### config.mk
export PLATFORM = sky130hd
export DESIGN_NAME = regfile_wb_arbiter
export DESIGN_NICKNAME = d
export VERILOG_FILES = /design/src/rtl/regfile_ctrl_pkg.sv /design/src/rtl/wb_fifo.sv /design/src/rtl/regfile_wb_arbiter.sv
export SDC_FILE = /design/constraint.sdc
export NUM_CORES = 1
export LEC_CHECK = 0
export BUFFER_PORTS_ARGS = -buffer_cell sky130_fd_sc_hd__buf_2
export CAP_MARGIN = 0
export CORE_MARGIN = 4
export CORE_UTILIZATION = 42
export CTS_CLUSTER_DIAMETER = 30
export DETAILED_ROUTE_END_ITERATION = 8
export MAX_ROUTING_LAYER = met4
export SYNTH_ARGS = -nofsm -noshare
export SYNTH_HDL_FRONTEND = slang
export SYNTH_HIERARCHICAL = 1
export SYNTH_SLANG_ARGS = --single-unit
### constraint.sdc
create_clock -name clk -period 7.55 [get_ports clk]
set_input_delay 0 -clock clk [delete_from_list [all_inputs] [get_ports clk]]
set_output_delay 0 -clock clk [all_outputs]
set_load 0.1 [all_outputs]
### src/rtl/regfile_ctrl_pkg.sv
// Shared types and constants for the register-file writeback arbiter.
package regfile_ctrl_pkg;

    localparam int WB_ADDR_W = 4;
    localparam int WB_DATA_W = 32;
    localparam logic [WB_ADDR_W-1:0] REG_PC = 4'd15;
    localparam int NUM_GPR = 15;

    typedef struct packed {
        logic [WB_ADDR_W-1:0] addr;
        logic [WB_DATA_W-1:0] data;
    } wb_req_t;

    typedef enum logic [1:0] {
        GNT_NONE = 2'd0,
        GNT_ALU  = 2'd1,
        GNT_MEM  = 2'd2
    } grant_t;

    // R15 maps to no scoreboard bit, so it yields an all-zero mask.
    function automatic logic [NUM_GPR-1:0] gpr_onehot(input logic [WB_ADDR_W-1:0] a);
        logic [NUM_GPR-1:0] v;
        v = '0;
        if (a != REG_PC) begin
            v = {{(NUM_GPR-1){1'b0}}, 1'b1} << a;
        end else begin
            v = '0;
        end
        return v;
    endfunction

endpackage

### src/rtl/wb_fifo.sv
// Small synchronous FIFO of writeback requests; push is ignored when full, pop when empty.
module wb_fifo
    import regfile_ctrl_pkg::*;
#(
    parameter int DEPTH = 2
) (
    input  logic                   clk,
    input  logic                   reset,
    input  logic                   push,
    input  wb_req_t                push_req,
    input  logic                   pop,
    output wb_req_t                head,
    output logic                   empty,
    output logic                   full,
    output logic [$clog2(DEPTH):0] count
);

    localparam int PTR_W = $clog2(DEPTH);
    localparam int CNT_W = PTR_W + 1;
    localparam logic [CNT_W-1:0] DEPTH_CNT = CNT_W'(DEPTH);

    wb_req_t          mem_r [DEPTH];
    logic [PTR_W-1:0] wr_ptr_r;
    logic [PTR_W-1:0] rd_ptr_r;
    logic [CNT_W-1:0] count_r;
    logic             do_push_s;
    logic             do_pop_s;

    assign empty     = (count_r == CNT_W'(0));
    assign full      = (count_r == DEPTH_CNT);
    assign count     = count_r;
    assign head      = mem_r[rd_ptr_r];
    assign do_push_s = push && !full;
    assign do_pop_s  = pop && !empty;

    // Pointer and occupancy tracking.
    always_ff @(posedge clk or posedge reset) begin
        if (reset) begin
            wr_ptr_r <= '0;
            rd_ptr_r <= '0;
            count_r  <= '0;
        end else begin
            if (do_push_s) begin
                wr_ptr_r <= wr_ptr_r + PTR_W'(1);
            end
            if (do_pop_s) begin
                rd_ptr_r <= rd_ptr_r + PTR_W'(1);
            end
            case ({do_push_s, do_pop_s})
                2'b10:   count_r <= count_r + CNT_W'(1);
                2'b01:   count_r <= count_r - CNT_W'(1);
                default: count_r <= count_r;
            endcase
        end
    end

    // Entry storage; contents are meaningless while the slot is not occupied.
    always_ff @(posedge clk) begin
        if (do_push_s) begin
            mem_r[wr_ptr_r] <= push_req;
        end
    end

endmodule

### src/rtl/regfile_wb_arbiter.sv
// Round-robin merge of ALU and load writebacks onto the regfile write port,
// with a scoreboard of registers that still have a write in flight.
module regfile_wb_arbiter
    import regfile_ctrl_pkg::*;
#(
    parameter int DEPTH  = 2,
    parameter int DATA_W = 32,
    parameter int ADDR_W = 4
) (
    input  logic              clk,
    input  logic              reset,
    input  logic              alu_valid,
    output logic              alu_ready,
    input  logic [ADDR_W-1:0] alu_addr,
    input  logic [DATA_W-1:0] alu_data,
    input  logic              mem_valid,
    output logic              mem_ready,
    input  logic [ADDR_W-1:0] mem_addr,
    input  logic [DATA_W-1:0] mem_data,
    input  logic              mark_valid,
    input  logic [ADDR_W-1:0] mark_addr,
    output logic              we3,
    output logic [ADDR_W-1:0] wa3,
    output logic [DATA_W-1:0] wd3,
    output logic [14:0]       pending,
    output logic              drop_r15,
    output logic              idle
);

    localparam int CNT_W = $clog2(DEPTH) + 1;

    wb_req_t            alu_req_s, mem_req_s, alu_head_s, mem_head_s, head_s;
    logic               alu_empty_s, alu_full_s, mem_empty_s, mem_full_s;
    logic [CNT_W-1:0]   alu_count_s, mem_count_s;
    grant_t             grant_s, last_grant_r;
    logic [NUM_GPR-1:0] pending_r, set_s, clr_s;

    assign alu_req_s = '{addr: alu_addr, data: alu_data};
    assign mem_req_s = '{addr: mem_addr, data: mem_data};
    // A full FIFO refuses input even when it is being popped this cycle.
    assign alu_ready = !alu_full_s;
    assign mem_ready = !mem_full_s;
    assign pending   = pending_r;
    assign idle      = (alu_count_s == CNT_W'(0)) && (mem_count_s == CNT_W'(0)) && !we3;

    wb_fifo #(.DEPTH(DEPTH)) u_alu_fifo (
        .clk(clk), .reset(reset),
        .push(alu_valid && alu_ready), .push_req(alu_req_s),
        .pop(grant_s == GNT_ALU), .head(alu_head_s),
        .empty(alu_empty_s), .full(alu_full_s), .count(alu_count_s)
    );

    wb_fifo #(.DEPTH(DEPTH)) u_mem_fifo (
        .clk(clk), .reset(reset),
        .push(mem_valid && mem_ready), .push_req(mem_req_s),
        .pop(grant_s == GNT_MEM), .head(mem_head_s),
        .empty(mem_empty_s), .full(mem_full_s), .count(mem_count_s)
    );

    // Round-robin grant over the two FIFO heads.
    always_comb begin
        grant_s = GNT_NONE;
        if (!alu_empty_s && !mem_empty_s) begin
            grant_s = (last_grant_r == GNT_MEM) ? GNT_ALU : GNT_MEM;
        end else if (!alu_empty_s) begin
            grant_s = GNT_ALU;
        end else if (!mem_empty_s) begin
            grant_s = GNT_MEM;
        end else begin
            grant_s = GNT_NONE;
        end
    end

    // Head of the granted requester.
    always_comb begin
        head_s = alu_head_s;
        if (grant_s == GNT_MEM) begin
            head_s = mem_head_s;
        end else begin
            head_s = alu_head_s;
        end
    end

    // Registered write port; R15 entries are consumed without a write.
    always_ff @(posedge clk or posedge reset) begin
        if (reset) begin
            we3          <= 1'b0;
            wa3          <= '0;
            wd3          <= '0;
            drop_r15     <= 1'b0;
            last_grant_r <= GNT_ALU;
        end else begin
            case (grant_s)
                GNT_ALU, GNT_MEM: begin
                    last_grant_r <= grant_s;
                    if (head_s.addr == REG_PC) begin
                        we3      <= 1'b0;
                        drop_r15 <= 1'b1;
                    end else begin
                        we3      <= 1'b1;
                        wa3      <= head_s.addr;
                        wd3      <= head_s.data;
                        drop_r15 <= 1'b0;
                    end
                end
                default: begin
                    we3      <= 1'b0;
                    drop_r15 <= 1'b0;
                end
            endcase
        end
    end

    assign clr_s = we3 ? gpr_onehot(wa3) : '0;
    assign set_s = mark_valid ? gpr_onehot(mark_addr) : '0;

    // Scoreboard: a new reservation outranks a same-edge commit.
    always_ff @(posedge clk or posedge reset) begin
        if (reset) begin
            pending_r <= '0;
        end else begin
            pending_r <= (pending_r & ~clr_s) | set_s;
        end
    end

endmodule
Yosys cells after proc, flatten, opt, wreduce, memory -nomap -nowiden

Memory sizes are Yosys's and may differ from the RTL's.
Cells that the tools add are included.

Logic and storage cells: 79
Memories kept: 2
Bits in registers: 63
Input bits: 81
Memory bits (writable): 144

Memories:

| name             | words | width | rd ports | clocked after memory_dff | wr ports | RTL line      | source |
|---|---|---|---|---|---|---|---|
| u_alu_fifo.mem_r | 2     | 36    | 1        | 0                        | 1        | wb_fifo.sv:22 | `wb_req_t mem_r [DEPTH];` |
| u_mem_fifo.mem_r | 2     | 36    | 1        | 0                        | 1        | wb_fifo.sv:22 |  |

Add/subtract/negate cells: 8
Equal/unequal tests: 12
Bitwise operators: 4
Reductions and logical operators: 20
Shifts and indexed selects: 2
Mux-type cells: 19

Operator list:

| cell                                                                | count |
|---|---|
| 15-bit two-way mux                                                  | 4 |
| 36-bit two-way mux                                                  | 1 |
| 1-bit by 4-bit left shift with 15-bit output (first input constant) | 2 |
| 15-bit bitwise AND                                                  | 1 |
| 15-bit inverter                                                     | 1 |
| 15-bit bitwise OR                                                   | 1 |
| 2-bit == test (second input constant)                               | 6 |
| 1-bit logical AND                                                   | 9 |
| 1-bit two-way mux                                                   | 8 |
| 2-bit two-way mux                                                   | 4 |
| 4-bit inequality test (second input constant)                       | 2 |
| 2-bit case mux with 2 select lines                                  | 2 |
| 2-bit by 1-bit == test with 1-bit output (second input constant)    | 3 |
| 1-bit logical NOT                                                   | 5 |
| 1-bit adder (second input constant)                                 | 4 |
| 2-bit by 1-bit adder with 2-bit output (second input constant)      | 2 |
| 4-bit == test (second input constant)                               | 1 |
| 2-bit logical NOT                                                   | 2 |
| 2-bit nonzero test                                                  | 2 |
| 2-bit by 1-bit subtractor with 2-bit output (second input constant) | 2 |
| 2-bit AND reduction                                                 | 1 |
| 2-bit OR reduction                                                  | 1 |
| 1-bit inverter                                                      | 1 |

Logic depth before layout (Yosys ltp)

Gate-level depths: netlist of run 1.

Word-level depth: 9
Gate-level depth with buffers: 9
Depth with buffers taken out: 9

Cells and area by module

Netlist of run 1, hierarchy kept.

Modules (own cells, without submodules):

| module             | instances | cells an instance | area an instance (um^2) |
|---|---|---|---|
| wb_fifo            | 2         | 131               | 2,947.8 |
| regfile_wb_arbiter | 1         | 213               | 2,454.9 |

Least setup slack after synthesis of run 1

No wires, ideal clock.

Path type: register to register
Start: register u_alu_fifo.count_r[0], in the netlist u_alu_fifo/count[0]
End: memory u_alu_fifo/mem_r[0][0] in the netlist's numbering (enable)
Clock period less this slack: 2.772 ns
Cell stages (with the launch flop): 6
Arrival time: 2.343 ns
Buffers on the path: 0
Slack: 4.778 ns
Path through: dfrtp_1 > nand2b_1 > inv_1 > nor2b_1 > nand2_1 > nor2_1

Cells in the longest elaborated chain, start to end: 6

RTL lines:

| element                                   | RTL line                                | source |
|---|---|---|
| from (decl)                               | wb_fifo.sv:25                           | `logic [CNT_W-1:0] count_r;` |
| from (signal assigned)                    | wb_fifo.sv:50                           | `2'b10: count_r <= count_r + CNT_W'(1);` |
| from (signal assigned)                    | wb_fifo.sv:51                           | `2'b01: count_r <= count_r - CNT_W'(1);` |
| from (signal assigned)                    | wb_fifo.sv:52                           | `default: count_r <= count_r;` |
| 2-bit == test *                           | wb_fifo.sv:30                           | `assign full = (count_r == DEPTH_CNT);` |
| named net alu_full_s                      | regfile_wb_arbiter.sv:33                | `logic alu_empty_s, alu_full_s, mem_empty_s, mem_full_s;` |
| 1-bit logical NOT *                       | wb_fifo.sv:33, regfile_wb_arbiter.sv:41 |  |
| 1-bit logical AND                         | regfile_wb_arbiter.sv:48                | `.push(alu_valid && alu_ready), .push_req(alu_req_s),` |
| 1-bit logical AND *                       | wb_fifo.sv:33                           | `assign do_push_s = push && !full;` |
| 1-bit two-way mux *                       | wb_fifo.sv:59                           | `if (do_push_s) begin` |
| 1-bit two-way mux (implied by the code) * | wb_fifo.sv:60                           | `mem_r[wr_ptr_r] <= push_req;` |
| to (decl)                                 | wb_fifo.sv:22                           |  |

The timed path passes the listed nets; every way through them passes the cells marked *.

==> run_summary.xml, run 1 <==
<?xml version="1.0" encoding="UTF-8"?>
<metrics>
  <group name="logic_synthesis">
    <metric name="synth_sequential_area_ratio" unit="">0.707</metric>
    <metric name="ys.flop_type" unit="">sky130_fd_sc_hd__edfxtp_1</metric>
    <metric name="synth_largest_area_cell" unit="">sky130_fd_sc_hd__edfxtp_1</metric>
    <metric name="yosys.cell_types.count" unit="">34</metric>
    <metric name="syn_area" unit="sq um">8350</metric>
    <metric name="synth_seq_cells" unit="">207</metric>
    <metric name="synth.area.top_cells" unit="">sky130_fd_sc_hd__edfxtp_1 (52%), sky130_fd_sc_hd__dfrtp_1 (19%), sky130_fd_sc_hd__mux2_4 (10%)</metric>
    <metric name="synth_async_sr_flop_share" unit="">0.304</metric>
    <metric name="syn_avg_cell_area" unit="sq um">17.6</metric>
    <metric name="count_of_flip_flops_with_a_built_in_enable_after_synthesis" unit="">144</metric>
    <metric name="synth-warning-count" unit="">6</metric>
    <metric name="post_synth_inst_count" unit="">475</metric>
    <metric name="syn-num-nets" unit="">558</metric>
    <metric name="yosysTopAreaCellShare" unit="">0.518</metric>
  </group>
  <group name="timing">
    <metric name="setup-violations-final" unit="">0</metric>
    <metric name="rsz0062_at_grt" unit="">false</metric>
    <metric name="slew_viol_final" unit="">0</metric>
    <metric name="final_hold_viol_count" unit="">0</metric>
    <metric name="fmax" unit="MHz">297</metric>
    <metric name="clock_skew" unit="ns">0.0211</metric>
    <metric name="hold_slack" unit="ns">0.0206</metric>
    <metric name="fin_tns_setup" unit="ns">0</metric>
    <metric name="final.min_clock_period" unit="ns">3.36</metric>
    <metric name="actual_transition_at_the_worst_max_transition_pin" unit="ns">1.12</metric>
    <metric name="maxSlewHeadroom" unit="">0.254</metric>
    <metric name="finalCritPeriodShare" unit="">0.445</metric>
  </group>
  <group name="worst_hold_path">
    <metric name="holdPathStages" unit="">4</metric>
    <metric name="timing.hold.worst.class" unit="">in -&gt; reg</metric>
  </group>
  <group name="clock_network">
    <metric name="ctsHtreeMaxLevel" unit="">2</metric>
    <metric name="cts_buffers" unit="">41</metric>
    <metric name="resized_gates_after_cts" unit="">0</metric>
    <metric name="cts.sink_count" unit="">207</metric>
    <metric name="clkLatencyLatePin" unit="ns">0.51</metric>
    <metric name="cts_root_buf" unit="">sky130_fd_sc_hd__clkbuf_16</metric>
    <metric name="clk_path_buf_depth" unit="">3</metric>
    <metric name="clock_tree_from_tritoncts" unit="">built</metric>
    <metric name="clk_pin_slew" unit="ns">0.05</metric>
    <metric name="post_cts.repair.setup_buffers" unit="">0</metric>
  </group>
  <group name="die">
    <metric name="fp.dieW" unit="um">149</metric>
    <metric name="die-height" unit="um">149</metric>
    <metric name="design.die.area" unit="sq um">22200</metric>
    <metric name="effective_utilization_at_floorplan" unit="">0.428</metric>
    <metric name="placement_rows" unit="">51</metric>
    <metric name="io_pins" unit="">137</metric>
    <metric name="core-area" unit="sq um">19500</metric>
  </group>
  <group name="global_route">
    <metric name="grt_usage" unit="">0.174</metric>
    <metric name="grt_pass1_vias" unit="">5518</metric>
    <metric name="grt-ovfl-total" unit="">0</metric>
    <metric name="grt_start_max_net_pins" unit="">56</metric>
    <metric name="grt_first_pass_wirelength" unit="um">28900</metric>
    <metric name="antenna_found_initial" unit="">0</metric>
  </group>
  <group name="routing">
    <metric name="totalWireLength" unit="um">18600</metric>
    <metric name="drc" unit="">0</metric>
    <metric name="via_count" unit="">5036</metric>
    <metric name="viasPerCell" unit="">4.92</metric>
    <metric name="drt_first_pass_iters" unit="">4</metric>
    <metric name="drtAntennaViolNets" unit="">0</metric>
    <metric name="detail_route.wl_per_cell" unit="um">18.2</metric>
    <metric name="initialDrtViolationCount" unit="">252</metric>
  </group>
  <group name="setup_path">
    <metric name="timing.setup.critical_path_class" unit="">reg -&gt; reg</metric>
    <metric name="critical_path.endpoint_type" unit="">flop</metric>
    <metric name="required" unit="ns">7.94</metric>
    <metric name="start_kind" unit="">flop</metric>
    <metric name="worstPathMaxFanout" unit="">37</metric>
    <metric name="critPathArrivalTime" unit="ns">3.75</metric>
    <metric name="worst_reg_to_reg_cells" unit="">7</metric>
  </group>
  <group name="placed_design">
    <metric name="detailed_place_hpwl" unit="um">11100</metric>
    <metric name="dp.cells" unit="">863</metric>
    <metric name="place.port_buffers" unit="">136</metric>
    <metric name="routability_congestion_estimate" unit="">0.935</metric>
  </group>
  <group name="run">
    <metric name="cap_viol_max_count" unit="">0</metric>
  </group>
  <group name="cells_and_area">
    <metric name="final_layout_size_suffix_gt1_frac" unit="">0.401</metric>
    <metric name="num_antenna_cells" unit="">0</metric>
    <metric name="finish.cell_count_without_fillers" unit="">1024</metric>
    <metric name="areaGrowthSynthToFinish" unit="%">39.0</metric>
    <metric name="layout.nets" unit="">809</metric>
  </group>
  <group name="run_status">
    <metric name="status" unit="">finished clean</metric>
  </group>
</metrics>
==> worst max-delay path, cell delays in order (launching register included) <==
cell	delay, ns
sky130_fd_sc_hd__dfrtp_2	0.33
sky130_fd_sc_hd__buf_4	0.56
sky130_fd_sc_hd__mux2_2	0.43
sky130_fd_sc_hd__nand4_1	0.10
sky130_fd_sc_hd__nor3b_2	0.84
sky130_fd_sc_hd__buf_4	0.44
sky130_fd_sc_hd__nor2_4	0.22
sky130_fd_sc_hd__a21o_1	0.28
==> worst paths after layout <==
| path | startpoint | endpoint | slack [ns] |
|---|---|---|---|
| worst max register to register | u_mem_fifo/rd_ptr_r$_DFFE_PP0P_ | wd3[27]$_DFFE_PP0P_ | 4.19 |
| worst min-delay path | alu_valid | u_alu_fifo/wr_ptr_r$_DFFE_PP0P_ | 0.02 |
| worst max-delay path | u_mem_fifo/rd_ptr_r$_DFFE_PP0P_ | wd3[27]$_DFFE_PP0P_ | 4.19 |
| worst min register to register | wd3[2]$_DFFE_PP0P_ | wd3[2]$_DFFE_PP0P_ | 0.47 |
| max in group asynchronous | reset | pending[1]$_DFF_PP0_ | 6.77 |
| min in group asynchronous | reset | wd3[19]$_DFFE_PP0P_ | 0.29 |
==> through the flow <==
| stage | area (sq um) | worst slack, ns | util |
|---|---|---|---|
| after floorplan | 8350 | 4.78 | - |
| after global placement | 9200 | 4.23 | 0.471 |
| after detailed placement | 9200 | 4.14 | 0.471 |
| after CTS | 11600 | 4.13 | 0.594 |
| after global routing | 11600 | 3.98 | 0.594 |
| final | 11600 | 4.19 | 0.594 |
==> cells in the mapped netlist, types with 6 or more instances <==
master,count
sky130_fd_sc_hd__a21o_1,34
sky130_fd_sc_hd__a22o_1,33
sky130_fd_sc_hd__buf_12,6
sky130_fd_sc_hd__buf_6,6
sky130_fd_sc_hd__dfrtp_1,62
sky130_fd_sc_hd__edfxtp_1,144
sky130_fd_sc_hd__inv_1,12
sky130_fd_sc_hd__mux2_2,15
sky130_fd_sc_hd__mux2_4,58
sky130_fd_sc_hd__nand2b_1,6
sky130_fd_sc_hd__nor2_1,11
sky130_fd_sc_hd__o21ai_0,31
sky130_fd_sc_hd__xnor2_1,6
==> repair_timing <==
action | CTS | global route
hold buffers | 85 | 0
endpoints found under the setup margin | 0 | 0
hold endpoints to repair | 222 | 0
==> cell families after synthesis <==
family	after synthesis	share of synthesized area
flops	207	0.707
fa+ha+maj	2	0.00300
compound gates	104	0.0884
mux	73	0.125
simple gates	48	0.0336
buf+inv	31	0.0333
xor+xnor	10	0.0105
==> placed cells by master (no fill, tap or decap), types with 9 or more instances in the layout <==
master | Yosys | final
sky130_fd_sc_hd__a21o_1 | 34 | 34
sky130_fd_sc_hd__a22o_1 | 33 | 33
sky130_fd_sc_hd__buf_2 | 3 | 136
sky130_fd_sc_hd__bufinv_16 | 0 | 10
sky130_fd_sc_hd__clkbuf_16 | 0 | 43
sky130_fd_sc_hd__dfrtp_1 | 62 | 60
sky130_fd_sc_hd__dlygate4sd3_1 | 0 | 85
sky130_fd_sc_hd__edfxtp_1 | 144 | 144
sky130_fd_sc_hd__inv_1 | 12 | 11
sky130_fd_sc_hd__mux2_2 | 15 | 15
sky130_fd_sc_hd__mux2_4 | 58 | 58
sky130_fd_sc_hd__nor2_1 | 11 | 9
sky130_fd_sc_hd__o21ai_0 | 31 | 31
==> registers in the layout, indices dropped and copies added, names as in the netlist <==
| register | flops |
|---|---|
| last_grant_r | 2 |
| u_alu_fifo/mem_r | 72 |
| u_mem_fifo/mem_r | 72 |
| u_alu_fifo/count | 2 |
| wa3 | 4 |
| u_alu_fifo/rd_ptr_r | 1 |
| u_mem_fifo/rd_ptr_r | 1 |
| drop_r15 | 1 |
| u_mem_fifo/count | 2 |
| we3 | 1 |
| u_mem_fifo/wr_ptr_r | 1 |
| wd3 | 32 |
| u_alu_fifo/wr_ptr_r | 1 |
| pending | 15 |
==> layout make-up <==
| class | instances | area (sq um) |
|---|---|---|
| clock inverter | 22 | 379 |
| timing repair buffer | 227 | 1580 |
| clock buffer | 54 | 1180 |
| inverter | 12 | 45.0 |
| tap | 265 | 332 |
| fill | 1517 | 7920 |
| multi-input combinational | 237 | 2190 |
| sequential | 207 | 5900 |
==> metal layers <==
layer,up-vias,GRT usage,routed length (um)
met4,0,0.0499,356
met1,2488,0.210,7770
met5,-,-,0
met2,188,0.292,9410
met3,37,0.0422,1080
li1,2323,-,-
Power of run 1 is not shown: default switching activity piles up to over one toggle a cycle in this logic, so the estimate is an artifact.
==> run 2: changes to the inputs <==
Settings changed: ABC_AREA from default to 1.
Clock period 7.55 ns to 3.2 ns, I/O delays scaled along.
==> run 2 against run 1 <==
Register-to-register slack worse by 3.4 ns; critical path depth up 4; global-route usage up 0.55 points; utilization down 0.60 points; sequential share of layout area down 1.3 points; cell area up 2.6%; setup slack worse by 3.4 ns; non-clock buffer count up 7; flip-flop and latch count unchanged; die area up 3.4%.
==> run_summary.xml, run 2 <==
<?xml version="1.0" encoding="UTF-8"?>
<metrics>
  <group name="run_status">
    <metric name="status" unit="">finished clean</metric>
  </group>
  <group name="routing">
    <metric name="totalWireLength" unit="um">20000</metric>
    <metric name="detail_route.wl_per_cell" unit="um">14.5</metric>
    <metric name="initialDrtViolationCount" unit="">290</metric>
    <metric name="drc" unit="">0</metric>
    <metric name="viasPerCell" unit="">4.55</metric>
    <metric name="via_count" unit="">6265</metric>
    <metric name="drt_first_pass_iters" unit="">4</metric>
    <metric name="drtAntennaViolNets" unit="">0</metric>
  </group>
  <group name="timing">
    <metric name="final.min_clock_period" unit="ns">2.43</metric>
    <metric name="actual_transition_at_the_worst_max_transition_pin" unit="ns">1.07</metric>
    <metric name="maxSlewHeadroom" unit="">0.285</metric>
    <metric name="setup-violations-final" unit="">0</metric>
    <metric name="final_hold_viol_count" unit="">0</metric>
    <metric name="clock_skew" unit="ns">0.0126</metric>
    <metric name="slew_viol_final" unit="">0</metric>
    <metric name="fmax" unit="MHz">411</metric>
    <metric name="fin_tns_setup" unit="ns">0</metric>
    <metric name="finalCritPeriodShare" unit="">0.760</metric>
    <metric name="rsz0062_at_grt" unit="">false</metric>
  </group>
  <group name="clock_network">
    <metric name="ctsHtreeMaxLevel" unit="">2</metric>
    <metric name="cts_buffers" unit="">44</metric>
    <metric name="cts_root_buf" unit="">sky130_fd_sc_hd__clkbuf_16</metric>
    <metric name="clock_tree_from_tritoncts" unit="">built</metric>
    <metric name="clk_pin_slew" unit="ns">0.05</metric>
    <metric name="clk_path_buf_depth" unit="">3</metric>
    <metric name="cts.sink_count" unit="">207</metric>
    <metric name="clkLatencyLatePin" unit="ns">0.51</metric>
  </group>
  <group name="cells_and_area">
    <metric name="layout_commonest_cell" unit="">sky130_fd_sc_hd__nand2_1</metric>
    <metric name="multi_input_area" unit="sq um">2040</metric>
    <metric name="layout_common_cells" unit="">sky130_fd_sc_hd__nand2_1 (275), sky130_fd_sc_hd__edfxtp_1 (144), sky130_fd_sc_hd__buf_2 (136), sky130_fd_sc_hd__inv_1 (112), sky130_fd_sc_hd__dlygate4sd3_1 (87)</metric>
    <metric name="final_layout_size_suffix_gt1_frac" unit="">0.215</metric>
    <metric name="areaGrowthSynthToFinish" unit="%">37.6</metric>
    <metric name="layout.filler_cells" unit="">1733</metric>
    <metric name="layout_top_registers" unit="">u_alu_fifo/mem_r: 72 flops, u_mem_fifo/mem_r: 72 flops, wd3: 32 flops</metric>
    <metric name="register_area" unit="sq um">5900</metric>
    <metric name="layout.nets" unit="">1154</metric>
  </group>
  <group name="logic_synthesis">
    <metric name="ys.flop_type" unit="">sky130_fd_sc_hd__edfxtp_1</metric>
    <metric name="synth.area.top_cells" unit="">sky130_fd_sc_hd__edfxtp_1 (50%), sky130_fd_sc_hd__dfrtp_1 (18%), sky130_fd_sc_hd__nand2_1 (12%)</metric>
    <metric name="synth_async_sr_flop_share" unit="">0.304</metric>
    <metric name="leading_cell_types_by_count_after_synthesis" unit="">sky130_fd_sc_hd__nand2_1 (275), sky130_fd_sc_hd__edfxtp_1 (144), sky130_fd_sc_hd__inv_1 (113), sky130_fd_sc_hd__o21ai_1 (68), sky130_fd_sc_hd__dfrtp_1 (62)</metric>
    <metric name="yosysTopAreaCellShare" unit="">0.500</metric>
    <metric name="syn_area" unit="sq um">8650</metric>
    <metric name="synth-warning-count" unit="">6</metric>
    <metric name="synth_sequential_area_ratio" unit="">0.682</metric>
    <metric name="post_synth_inst_count" unit="">824</metric>
    <metric name="syn-num-nets" unit="">907</metric>
    <metric name="most_numerous_cell_in_the_yosys_netlist" unit="">sky130_fd_sc_hd__nand2_1</metric>
    <metric name="synth_seq_cells" unit="">207</metric>
    <metric name="count_of_flip_flops_with_a_built_in_enable_after_synthesis" unit="">144</metric>
    <metric name="yosys.cell_types.count" unit="">24</metric>
    <metric name="synth_largest_area_cell" unit="">sky130_fd_sc_hd__edfxtp_1</metric>
    <metric name="syn_avg_cell_area" unit="sq um">10.5</metric>
  </group>
  <group name="placed_design">
    <metric name="routability_congestion_estimate" unit="">0.827</metric>
    <metric name="detailed_place_hpwl" unit="um">13000</metric>
    <metric name="place.port_buffers" unit="">136</metric>
  </group>
  <group name="setup_path">
    <metric name="critPathArrivalTime" unit="ns">2.88</metric>
    <metric name="r2r_setup_slack" unit="ns">0.77</metric>
    <metric name="timing.setup.critical_path_class" unit="">reg -&gt; reg</metric>
    <metric name="critical_path.endpoint_type" unit="">flop</metric>
    <metric name="worst_reg_to_reg_cells" unit="">11</metric>
    <metric name="crit-reg2reg-launch" unit="">u_mem_fifo/count[0]$_DFFE_PP0P_</metric>
    <metric name="start_kind" unit="">flop</metric>
    <metric name="required" unit="ns">3.65</metric>
    <metric name="critical_path.reg2reg.endpoint" unit="">wd3[3]$_DFFE_PP0P_</metric>
    <metric name="worstPathMaxFanout" unit="">32</metric>
  </group>
  <group name="die">
    <metric name="die-height" unit="um">152</metric>
    <metric name="design.die.area" unit="sq um">23000</metric>
    <metric name="io_pins" unit="">137</metric>
    <metric name="effective_utilization_at_floorplan" unit="">0.428</metric>
    <metric name="core-area" unit="sq um">20200</metric>
    <metric name="fp.dieW" unit="um">152</metric>
    <metric name="placement_rows" unit="">52</metric>
  </group>
  <group name="run">
    <metric name="cap_viol_max_count" unit="">0</metric>
  </group>
  <group name="global_route">
    <metric name="grt_first_pass_wirelength" unit="um">30900</metric>
    <metric name="grt_usage" unit="">0.179</metric>
    <metric name="grt_start_max_net_pins" unit="">45</metric>
    <metric name="antenna_found_initial" unit="">1</metric>
    <metric name="grt_pass1_vias" unit="">5951</metric>
    <metric name="grt-ovfl-total" unit="">0</metric>
  </group>
  <group name="worst_hold_path">
    <metric name="timing.hold.worst.class" unit="">in -&gt; async</metric>
  </group>
</metrics>
==> run 2: changes by cell type in the layout (fill, tap and decap cells not counted), sizes merged, moves of 34 or more <==
cell	change
inv	+108
mux2	-73
a21o	-34
o21ai	+72
nand2	+277
nand3	+54
==> run 2: final cells by class <==
type,instances,share of cell area
antenna,1,0.000210
clock inverter,35,0.0318
timing repair buffer,234,0.139
clock buffer,47,0.0952
inverter,119,0.0375
sequential,207,0.496
tap,270,0.0284
multi-input combinational,465,0.172
==> run 2: per-layer routing <==
layer  global-route usage  wire length (um)
met1                0.240              8980
met2                0.276              9350
met5                    -                 0
met3               0.0407              1230
met4               0.0548               384
==> run 2: repair_timing <==
item / CTS / global route
hold endpoints to repair: 189 / 0
setup buffers: 0 / 0
resized for setup: 0 / 0
hold buffers: 87 / 0
==> run 2: kinds of logic (layout without fill, tap and decap cells) <==
logic type,after synthesis,in the layout,share of synthesized area
flops,207,207,0.682
fa+ha+maj,2,2,0.00289
compound gates,106,106,0.0618
buf+inv,152,435,0.0833
other cells,0,1,0
simple gates,355,355,0.168
xor+xnor,2,2,0.00203
==> run 2: worst max-delay path by stage <==
stage	depth (start not counted)	slack [ns]	start	to
detailed placement	11	0.81	u_mem_fifo/count[0]$_DFFE_PP0P_	wd3[3]$_DFFE_PP0P_
CTS	11	0.76	u_mem_fifo/count[0]$_DFFE_PP0P_	wd3[3]$_DFFE_PP0P_
floorplan	1	0.11	we3$_DFF_PP0_	idle
global placement	12	0.86	u_alu_fifo/count[0]$_DFFE_PP0P_	wd3[24]$_DFFE_PP0P_
global route	11	0.47	u_mem_fifo/count[0]$_DFFE_PP0P_	wd3[29]$_DFFE_PP0P_
finish	11	0.77	u_mem_fifo/count[0]$_DFFE_PP0P_	wd3[3]$_DFFE_PP0P_
==> run 2: worst max-delay path, cell delays in order, from the launching register on <==
cell	delay (ns)
sky130_fd_sc_hd__dfrtp_1	0.45
sky130_fd_sc_hd__inv_2	0.08
sky130_fd_sc_hd__nand2_1	0.08
sky130_fd_sc_hd__inv_1	0.11
sky130_fd_sc_hd__inv_1	0.08
sky130_fd_sc_hd__nand2_2	0.13
sky130_fd_sc_hd__nand2_2	0.19
sky130_fd_sc_hd__inv_1	0.83
sky130_fd_sc_hd__nand2_1	0.10
sky130_fd_sc_hd__nand2_1	0.12
sky130_fd_sc_hd__nand3_1	0.08
sky130_fd_sc_hd__nand2_1	0.09
==> run 2: through the flow <==
stage / util / hold WS (ns) / area, sq um / std cells / setup slack [ns]
finish: 0.588 / 0.0819 / 11900 / 1378 / 0.769
global route: 0.588 / 0.138 / 11900 / 1378 / 0.465
CTS: 0.588 / 0.0783 / 11900 / 1377 / 0.761
detailed placement: 0.471 / -0.0707 / 9520 / 1208 / 0.814
global placement: 0.471 / -0.0703 / 9520 / 1208 / 0.863
floorplan: - / -0.234 / 8650 / 824 / 0.106
Power of run 2 is left out for the same reason.
==> run 3: changes to the inputs <==
Clock period 3.2 ns to 2.5 ns, I/O delays scaled along.
==> run 3 against run 2 <==
Clock skew down 0.00093 ns; sequential share of layout area up 0.84 points; critical path depth up 2; die area unchanged; count of clock-buffer cells in the layout up 8; flip-flop and latch count unchanged; setup slack worse by 0.41 ns; fmax up 14%; utilization down 0.98 points; largest cell class unchanged; highest routed layer unchanged.
==> run_summary.xml, run 3 (synthesis gave the netlist of run 2 again) <==
<?xml version="1.0" encoding="UTF-8"?>
<metrics>
  <group name="clock_network">
    <metric name="post_cts.repair.setup_buffers" unit="">0</metric>
    <metric name="clkLatencyLatePin" unit="ns">0.51</metric>
    <metric name="cts.sink_count" unit="">207</metric>
    <metric name="cts_buffers" unit="">42</metric>
    <metric name="cts_root_buf" unit="">sky130_fd_sc_hd__clkbuf_16</metric>
    <metric name="ctsHtreeMaxLevel" unit="">2</metric>
    <metric name="clk_path_buf_depth" unit="">3</metric>
    <metric name="clock_tree_from_tritoncts" unit="">built</metric>
    <metric name="resized_gates_after_cts" unit="">0</metric>
    <metric name="hold_buffers" unit="">87</metric>
    <metric name="clk_pin_slew" unit="ns">0.05</metric>
  </group>
  <group name="die">
    <metric name="fp.dieW" unit="um">152</metric>
    <metric name="core-area" unit="sq um">20200</metric>
    <metric name="die-height" unit="um">152</metric>
    <metric name="placement_rows" unit="">52</metric>
    <metric name="io_pins" unit="">137</metric>
    <metric name="effective_utilization_at_floorplan" unit="">0.428</metric>
    <metric name="design.die.area" unit="sq um">23000</metric>
  </group>
  <group name="worst_hold_path">
    <metric name="hp-start" unit="">mem_data[31]</metric>
    <metric name="timing.hold.worst.class" unit="">in -&gt; reg</metric>
    <metric name="holdPathStages" unit="">2</metric>
    <metric name="worstHoldEndpoint" unit="">u_mem_fifo/mem_r[1][31]$_DFFE_PP_</metric>
  </group>
  <group name="global_route">
    <metric name="grt_start_max_net_pins" unit="">53</metric>
    <metric name="grt_pass1_vias" unit="">5950</metric>
    <metric name="grt-ovfl-total" unit="">0</metric>
    <metric name="antenna_found_initial" unit="">0</metric>
    <metric name="grt_usage" unit="">0.181</metric>
    <metric name="grt_first_pass_wirelength" unit="um">31300</metric>
  </group>
  <group name="placed_design">
    <metric name="routability_congestion_estimate" unit="">0.827</metric>
    <metric name="detailed_place_hpwl" unit="um">13000</metric>
    <metric name="place.port_buffers" unit="">136</metric>
  </group>
  <group name="timing">
    <metric name="maxSlewHeadroom" unit="">0.638</metric>
    <metric name="rsz0062_at_grt" unit="">false</metric>
    <metric name="fmax" unit="MHz">468</metric>
    <metric name="actual_transition_at_the_worst_max_transition_pin" unit="ns">0.547</metric>
    <metric name="setup-violations-final" unit="">0</metric>
    <metric name="final.min_clock_period" unit="ns">2.14</metric>
    <metric name="slew_viol_final" unit="">0</metric>
    <metric name="finalCritPeriodShare" unit="">0.855</metric>
    <metric name="clock_skew" unit="ns">0.0116</metric>
    <metric name="fin_tns_setup" unit="ns">0</metric>
    <metric name="final_hold_viol_count" unit="">0</metric>
  </group>
  <group name="setup_path">
    <metric name="critPathMostFrequentCell" unit="">sky130_fd_sc_hd__nand2_1</metric>
    <metric name="critical_path.reg2reg.endpoint" unit="">wd3[10]$_DFFE_PP0P_</metric>
    <metric name="r2r_setup_slack" unit="ns">0.36</metric>
    <metric name="timing.setup.critical_path_class" unit="">reg -&gt; reg</metric>
    <metric name="worst_reg_to_reg_cells" unit="">13</metric>
    <metric name="required" unit="ns">2.94</metric>
    <metric name="critPathArrivalTime" unit="ns">2.58</metric>
    <metric name="start_kind" unit="">flop</metric>
    <metric name="crit-reg2reg-launch" unit="">u_mem_fifo/count[0]$_DFFE_PP0P_</metric>
    <metric name="worstPathCellList" unit="">inv_2 &gt; nand2_1 &gt; inv_1 &gt; inv_1 &gt; nand2_2 &gt; nand2_2 &gt; nand2_1 &gt; nand2_1 &gt; nor2_1 &gt; nand2_2 &gt; nand2_4 &gt; nand2_1 &gt; nand2_1</metric>
    <metric name="worstPathMaxFanout" unit="">37</metric>
    <metric name="timing.critical_path.slowest_stage_cell" unit="">sky130_fd_sc_hd__dfrtp_1</metric>
    <metric name="largest_stage_delay_on_the_critical_path" unit="ns">0.44</metric>
    <metric name="critical_path.endpoint_type" unit="">flop</metric>
  </group>
  <group name="routing">
    <metric name="wl_met2" unit="um">9120</metric>
    <metric name="detail_route.wl_per_cell" unit="um">14.6</metric>
    <metric name="drc" unit="">0</metric>
    <metric name="initialDrtViolationCount" unit="">306</metric>
    <metric name="drt_first_pass_iters" unit="">5</metric>
    <metric name="highest_layer" unit="">met4</metric>
    <metric name="wl_met3" unit="um">1380</metric>
    <metric name="drtAntennaViolNets" unit="">0</metric>
    <metric name="viasPerCell" unit="">4.55</metric>
    <metric name="drt-met1-wl" unit="um">9110</metric>
    <metric name="totalWireLength" unit="um">20100</metric>
    <metric name="via_count" unit="">6255</metric>
  </group>
  <group name="run_status">
    <metric name="status" unit="">finished clean</metric>
  </group>
  <group name="cells_and_area">
    <metric name="num_antenna_cells" unit="">0</metric>
    <metric name="layout.nets" unit="">1156</metric>
    <metric name="layout.filler_cells" unit="">1749</metric>
    <metric name="layout_common_cells" unit="">sky130_fd_sc_hd__nand2_1 (275), sky130_fd_sc_hd__edfxtp_1 (144), sky130_fd_sc_hd__buf_2 (136), sky130_fd_sc_hd__inv_1 (111), sky130_fd_sc_hd__dlygate4sd3_1 (87)</metric>
    <metric name="areaGrowthSynthToFinish" unit="%">35.3</metric>
    <metric name="layout_commonest_cell" unit="">sky130_fd_sc_hd__nand2_1</metric>
    <metric name="layout_top_registers" unit="">u_alu_fifo/mem_r: 72 flops, u_mem_fifo/mem_r: 72 flops, wd3: 32 flops</metric>
    <metric name="final_layout_size_suffix_gt1_frac" unit="">0.207</metric>
  </group>
  <group name="run">
    <metric name="cap_viol_max_count" unit="">0</metric>
  </group>
</metrics>
## run 3: worst max path at each step
stage	slack [ns]	depth (start not counted)	startpoint	end
CTS	0.34	13	u_mem_fifo/count[0]$_DFFE_PP0P_	wd3[10]$_DFFE_PP0P_
floorplan	0.36	5	u_alu_fifo/count[1]$_DFFE_PP0P_	u_alu_fifo/mem_r[1][0]$_DFFE_PP_
global route	0.07	13	u_mem_fifo/count[0]$_DFFE_PP0P_	wd3[26]$_DFFE_PP0P_
finish	0.36	13	u_mem_fifo/count[0]$_DFFE_PP0P_	wd3[10]$_DFFE_PP0P_
global placement	0.45	13	u_mem_fifo/count[0]$_DFFE_PP0P_	wd3[22]$_DFFE_PP0P_
detailed placement	0.37	13	u_mem_fifo/count[0]$_DFFE_PP0P_	wd3[22]$_DFFE_PP0P_
## run 3: worst max-delay path: cells and delay by family (launching register included)
| kind | cells | cell delay [ns] |
|---|---|---|
| and+or+nand+nor | 10 | 1.35 |
| DFF | 1 | 0.44 |
| buffers and inverters | 3 | 0.25 |
## run 3: final cells by class
cell class | count | area, sq um | area share
Tap cell | 270 | 338 | 0.0289
Sequential cell | 207 | 5900 | 0.504
Timing Repair Buffer | 238 | 1690 | 0.144
Clock inverter | 21 | 153 | 0.0130
Multi-Input combinational cell | 465 | 2050 | 0.175
Inverter | 119 | 447 | 0.0381
Clock buffer | 55 | 1130 | 0.0965
## run 3: routing by layer
metal | vias up | global-route usage
li1 | 3194 | -
met2 | 173 | 0.267
met3 | 39 | 0.0407
met5 | - | -
met1 | 2849 | 0.251
met4 | 0 | 0.0606
## run 3: per-stage QoR
stage	setup slack, ns	hold WS, ns	instances	util	cell area [sq um]
after floorplan	0.364	-0.234	824	-	8660
after detailed placement	0.374	-0.0600	1212	0.472	9560
final	0.364	0.205	1375	0.579	11700
after global placement	0.453	-0.0615	1212	0.472	9560
after CTS	0.336	0.180	1375	0.579	11700
after global routing	0.0723	0.192	1375	0.579	11700
Power of run 3 is left out for the same reason.
